===== config.mk =====
export PLATFORM = sky130hd
export DESIGN_NAME = piso_serializer
export DESIGN_NICKNAME = d
export VERILOG_FILES = /design/src/rtl/serial_pkg.sv /design/src/rtl/piso_serializer.sv
export SDC_FILE = /design/constraint.sdc
export NUM_CORES = 1
export LEC_CHECK = 0
export CAP_MARGIN = 40
export CORE_MARGIN = 2
export CORE_UTILIZATION = 46
export DETAILED_ROUTE_END_ITERATION = 10
export GPL_TIMING_DRIVEN = 0
export PLACE_DENSITY = 0.75
export SYNTH_ARGS = -nofsm -noshare
export SYNTH_HDL_FRONTEND = slang
export SYNTH_SLANG_ARGS = --single-unit

===== constraint.sdc =====
create_clock -name clk -period 1.64 [get_ports clk]
set_input_delay 0.246 -clock clk [delete_from_list [all_inputs] [get_ports clk]]
set_output_delay 0.246 -clock clk [all_outputs]
set_load 0.02 [all_outputs]

===== src/rtl/serial_pkg.sv =====
// Shared definitions for the serial-link blocks.
// The FSM state encoding is kept here so sibling serial blocks can reuse it.
package serial_pkg;

   typedef enum logic {
      IDLE  = 1'b0,
      SHIFT = 1'b1
   } state_e;

endpackage


===== src/rtl/piso_serializer.sv =====
// Parallel-in, serial-out serializer with a valid/ready word interface.
// A new word can be taken during the last-bit cycle, so consecutive words stream without a gap.
module piso_serializer #(
   parameter int WIDTH     = 8,
   parameter bit MSB_FIRST = 1'b1
) (
   input  logic             clk,
   input  logic             reset,
   input  logic [WIDTH-1:0] data_in,
   input  logic             data_valid,
   output logic             data_ready,
   output logic             dout,
   output logic             dout_valid,
   output logic             frame_done
);

   import serial_pkg::*;

   localparam int            CW   = $clog2(WIDTH);
   localparam logic [CW-1:0] LAST = CW'(WIDTH - 1);

   state_e           state_q, state_d;
   logic [CW-1:0]    cnt_q, cnt_d;
   logic [WIDTH-1:0] shreg_q, shreg_d;

   logic in_shift;
   logic last_bit;
   logic accept;
   logic head_bit;

   assign in_shift = (state_q == SHIFT);
   assign last_bit = in_shift && (cnt_q == LAST);
   assign accept   = data_valid && data_ready;
   // The bit on the line is always the one at the outgoing end of the shift register.
   assign head_bit = MSB_FIRST ? shreg_q[WIDTH-1] : shreg_q[0];

   assign data_ready = !in_shift || last_bit;
   assign dout_valid = in_shift;
   assign dout       = in_shift && head_bit;
   assign frame_done = last_bit;

   always_comb begin
      state_d = state_q;
      cnt_d   = cnt_q;
      shreg_d = shreg_q;
      if (accept) begin
         state_d = SHIFT;
         cnt_d   = '0;
         shreg_d = data_in;
      end else if (in_shift) begin
         if (last_bit) begin
            state_d = IDLE;
            cnt_d   = '0;
            shreg_d = '0;
         end else begin
            cnt_d = cnt_q + CW'(1);
            if (MSB_FIRST) begin
               shreg_d = {shreg_q[WIDTH-2:0], 1'b0};
            end else begin
               shreg_d = {1'b0, shreg_q[WIDTH-1:1]};
            end
         end
      end
   end

   always_ff @(posedge clk) begin
      if (!reset) begin
         state_q <= IDLE;
         cnt_q   <= '0;
         shreg_q <= '0;
      end else begin
         state_q <= state_d;
         cnt_q   <= cnt_d;
         shreg_q <= shreg_d;
      end
   end

endmodule


Word-level counts from Yosys, hierarchy flattened
Index checks and enable logic that the tools add are counted.

word-level totals
  flip-flop bits (word level) = 12
  input port bits = 11
  output and inout port bits = 4
  word-level logic and storage cells = 20

cells by class
  add/subtract/negate cells = 1
  equality and inequality tests = 1
  muxes and demuxes = 7
  bitwise gates (word level) = 1
  reduce and logical (&&, ||, !) cells = 7

operator list
  kind                                         number
  2-to-1 mux 8 bit                             3
  adder 3 x 1 -> 3 bit, second input constant  1
  equality test 3 bit, second input constant   1
  logical AND 1 bit                            3
  2-to-1 mux 1 bit                             3
  2-to-1 mux 3 bit                             1
  nonzero test 2 bit                           1
  OR reduction 2 bit                           1
  zero test 1 bit                              1
  logical OR 1 bit                             1
  NOT 1 bit                                    1

Longest topological paths before layout
Gate-level depths: netlist (run 1).

  depth after elaboration = 5
  gate-level depth with buffers = 6

Worst setup path after synthesis (run 1)
OpenSTA, ideal clock, no wires.

  path type = reg-to-output
  from = register cnt_q[0]
  to = output port data_ready
  data arrival time = 1093 ps
  setup slack = 301 ps
  cell stages (with the launch flop) = 6
  buffers on the path = 1
  cells stage by stage = dfxtp_1 -> ha_1 -> ha_1 -> and2b_1 -> buf_6 -> inv_1

on the way
  cells in the longest elaborated chain, start to end = 3

ends and longest elaborated chain
  element                   RTL line               source
  start: declaration        piso_serializer.sv:23  logic [CW-1:0] cnt_q, cnt_d;
  start signal: assignment  piso_serializer.sv:73  cnt_q <= cnt_d;
  equality test 3 bit       piso_serializer.sv:32  assign last_bit = in_shift && (cnt_q == LAST);
  logical AND 1 bit         piso_serializer.sv:32
  logical OR 1 bit          piso_serializer.sv:37  assign data_ready = !in_shift || last_bit;
  end: declaration          piso_serializer.sv:11  output logic data_ready,

No other way between the ends.

Worst setup path in the final report (run 1)
  from = register cnt_q[0]
  to = output port frame_done

on the way
  cells in the longest elaborated chain, start to end = 2

ends and longest elaborated chain
  element              RTL line               source
  equality test 3 bit  piso_serializer.sv:32
  logical AND 1 bit    piso_serializer.sv:32
  end: declaration     piso_serializer.sv:14  output logic frame_done

No other way between the ends.

==> out/summary.json, run 1 <==
{
  "status": {
    "run_status": "finished, final reports clean"
  },
  "die": {
    "die-area_mm2": 0.00169,
    "core_region_area_mm2": 0.00130,
    "std_cell_rows": 13,
    "dieHeight_um": 41.1,
    "die_width_um": 41.1,
    "num_io_pins": 15,
    "initial_core_util_pct": 48.7
  },
  "route": {
    "post-route-drc-count": 0,
    "routed_wl_um": 1440,
    "detail_route.vias_per_cell": 5.70,
    "route.vias.total": 616,
    "drt_iter0_drc": 9,
    "drtPass1Iterations": 4,
    "detail_route.wl_per_cell_um": 13.3,
    "postRouteAntennaNets": 0
  },
  "hold_path": {
    "hold_path.class": "reg -> reg",
    "holdCritStartpoint": "shreg_q[1]",
    "worst_hold_path.endpoint": "shreg_q[2]",
    "hold_depth": 2
  },
  "synthesis": {
    "postSynthNetCount": 87,
    "syn-cell-area_um2": 634,
    "synthDistinctLibCells": 23,
    "syn_area_per_cell_um2": 8.57,
    "synth.yosys.warnings": 0,
    "postSynthCellCount": 74,
    "ys_ff_latch": 12,
    "synth-seq-area-share_pct": 37.9
  },
  "setup_path": {
    "crit_path_start_kind": "flop",
    "worst-r2r-setup-slack_ps": 290,
    "timing.rr.end": "shreg_q[4]",
    "timing.critical_path.to_type": "output port",
    "critPathRequiredTime_ps": 1390,
    "crit_top_cell": "ha_4",
    "timing_worst_setup_path_type": "reg -> out",
    "cpPeakStageDelay_ps": 350,
    "reg2reg_from": "cnt_q[0]",
    "critical_path.slowest_cell": "dfxtp_2",
    "cp_cell_sequence": "ha_4 > ha_4 > buf_6 > and2_1 > buf_4",
    "worst_reg2reg_path_length_in_cells": 6,
    "crit_arrival_ps": 1340,
    "path_max_fanout": 2
  },
  "place": {
    "hpwlAfterDp_um": 907,
    "placement.io_buffers": 14,
    "dp_worst_setup_slack_ps": -223,
    "gp_weighted_congestion": 0.672
  },
  "timing": {
    "final.min_clock_period_ps": 1580,
    "holdWs_ps": 528,
    "setup_slack_ps": 58.0,
    "slew_viol_final": 0,
    "setup_tns_ps": 0,
    "post-route-period-util_pct": 96.5,
    "final.setup_skew_ps": 0.816,
    "max_slew.worst_pin.slew_ps": 381,
    "grt_setup_unrepaired": "no",
    "timing.max_slew.rel_slack_pct": 74.6,
    "maxClockFrequency_ghz": 0.632,
    "final_hold_viol_count": 0,
    "setup_viol": 0
  },
  "run": {
    "max_cap_viol_count": 0
  },
  "grt": {
    "grt_pass1_wl_um": 2160,
    "globalRouteTotalUtil_pct": 20.0,
    "number_of_global_route_vias_before_repair": 500,
    "grt_overflow_total": 0,
    "maximum_number_of_pins_on_one_net_before_global_route_repair": 11,
    "antenna_found_initial": 0
  },
  "power_and_ir_drop": {
    "p_leak_nw": 0.385,
    "power_per_standard_cell_area_mw_per_mm2": 793,
    "power_total_mw": 0.688,
    "vdd_ir_drop_max_mv": 0.429
  },
  "final_layout": {
    "finalNetCount": 107,
    "diodes": 0,
    "drive_gt1_share_pct": 18.3,
    "flow.area_growth_from_synthesis_pct": 36.9,
    "final_util_pct": 66.7
  },
  "clock_tree": {
    "cts_num_sinks": 12,
    "cts_root_buffer": "clkbuf_4",
    "cts_buffer_depth": 2,
    "clk-insertion-delay-late_ps": 270,
    "ctsHtreeMaxLevel": 1,
    "clk_pin_slew_ps": 80,
    "tritoncts": "yes",
    "cts_inserted_buffers": 3
  }
}
==> per-layer routing <==
layer | GRT usage (%) | share of wire [%] | vias up
li1 | - | - | 306
met1 | 24.5 | 45 | 295
met2 | 33.6 | 51 | 11
met3 | 3.26 | 2.8 | 4
met4 | 9.68 | 1.3 | 0
met5 | 0 | 0 | -
==> flip-flops by register name, summed over array words and instances (netlist names) <==
signal	cells
cnt_q	3
dout_valid	1
shreg_q	8
==> Yosys cell counts <==
| library cell | number | area (um2) |
|---|---|---|
| a21o_1 | 7 | 52.6 |
| a21oi_1 | 8 | 40.0 |
| a22oi_1 | 1 | 7.51 |
| a32oi_1 | 7 | 61.3 |
| and2_1 | 3 | 18.8 |
| and2b_1 | 1 | 7.51 |
| buf_2 | 3 | 15.0 |
| buf_4 | 1 | 7.51 |
| buf_6 | 1 | 11.3 |
| clkbuf_1 | 1 | 3.75 |
| dfxtp_1 | 12 | 240 |
| ha_1 | 2 | 25.0 |
| inv_1 | 8 | 30.0 |
| mux2i_1 | 2 | 20.0 |
| nand2_1 | 1 | 3.75 |
| nand3_1 | 1 | 5.00 |
| nor2_1 | 1 | 3.75 |
| nor2b_1 | 2 | 12.5 |
| nor3b_1 | 1 | 7.51 |
| o21a_1 | 2 | 15.0 |
| o21ai_0 | 7 | 35.0 |
| o21ai_1 | 1 | 5.00 |
| or2_1 | 1 | 6.26 |
==> logic make-up after synthesis <==
| group | share of synthesized area, % |
|---|---|
| buf+inv | 10.7 |
| mux | 3.16 |
| fa+ha+maj | 3.94 |
| compound gates | 34.1 |
| simple gates | 10.3 |
| flops | 37.9 |
==> final cells by class <==
class                      instances  area (um2)
fill                             115         433
multi-input combinational         48         352
sequential                        12         244
timing repair buffer              16         153
clock buffer                       4        36.3
buffer                             5        35.0
inverter                           8        30.0
tap                               15        18.8
==> worst max-delay path by stage <==
stage | start | endpoint | slack (ps) | cells past startpoint
3_3_place_gp | cnt_q[0] | data_ready | -210 | 6
2_1_floorplan | cnt_q[0] | data_ready | 300 | 5
3_5_place_dp | cnt_q[0] | data_ready | -220 | 6
5_1_grt | cnt_q[0] | data_ready | 9 | 5
4_1_cts | cnt_q[0] | data_ready | -70 | 6
6_report | cnt_q[0] | frame_done | 60 | 5
==> report_power, final <==
group / leakage (nW) / total (mW) / internal [mW] / switching [mW]
sequential: 0.100 / 0.324 / 0.312 / 0.0126
clock: 0.0210 / 0.242 / 0.135 / 0.107
combinational: 0.264 / 0.122 / 0.0650 / 0.0570
==> worst max-delay path: cells and delay by family (launching register included) <==
family | cells | cell delay [ps]
adder cells (fa/ha/maj) | 2 | 310
buffers and inverters | 2 | 260
flip-flops | 1 | 350
AND/OR/NAND/NOR | 1 | 140
==> timing repair <==
item	4_1_cts	5_1_grt
hold buffers	0	0
gates resized for setup	16	6
setup buffers	2	0
setup endpoints to repair	3	2
==> stage by stage <==
stage | cells | instance area, um2
2_1_floorplan | 74 | 634
3_3_place_gp | 103 | 793
3_5_place_dp | 103 | 793
4_1_cts | 109 | 850
5_1_grt | 108 | 868
6_report | 108 | 868
==> cells in the final DEF, fill, tap and decap left out <==
master / synthesis / routed
clkdlybuf4s50_1: 0 / 11
dfxtp_1: 12 / 9
inv_1: 8 / 8
a21oi_1: 8 / 8
a32oi_1: 7 / 7
a21o_1: 7 / 7
o21ai_0: 7 / 7
buf_4: 1 / 5
and2_1: 3 / 3
clkbuf_4: 0 / 3
dfxtp_2: 0 / 3
buf_6: 1 / 2
nor2b_1: 2 / 2
mux2i_1: 2 / 2
o21a_1: 2 / 2
ha_4: 0 / 2
and2b_1: 1 / 1
nor2_1: 1 / 1
a22oi_1: 1 / 1
buf_2: 3 / 1
or2_1: 1 / 1
clkbuf_1: 1 / 1
nand3_1: 1 / 1
o21ai_1: 1 / 1
nand2_1: 1 / 1
nor3b_1: 1 / 1
clkbuf_8: 0 / 1
dlygate4sd2_1: 0 / 1
Power figures use the tool's default switching activity.
==> inputs of run 2 (changes only) <==
Settings changed: CTS_CLUSTER_DIAMETER from default to 200, HOLD_SLACK_MARGIN from default to 0.15.
==> results of run 2 <==
The final DEF is identical to that of run 1; final timing and power are the same.
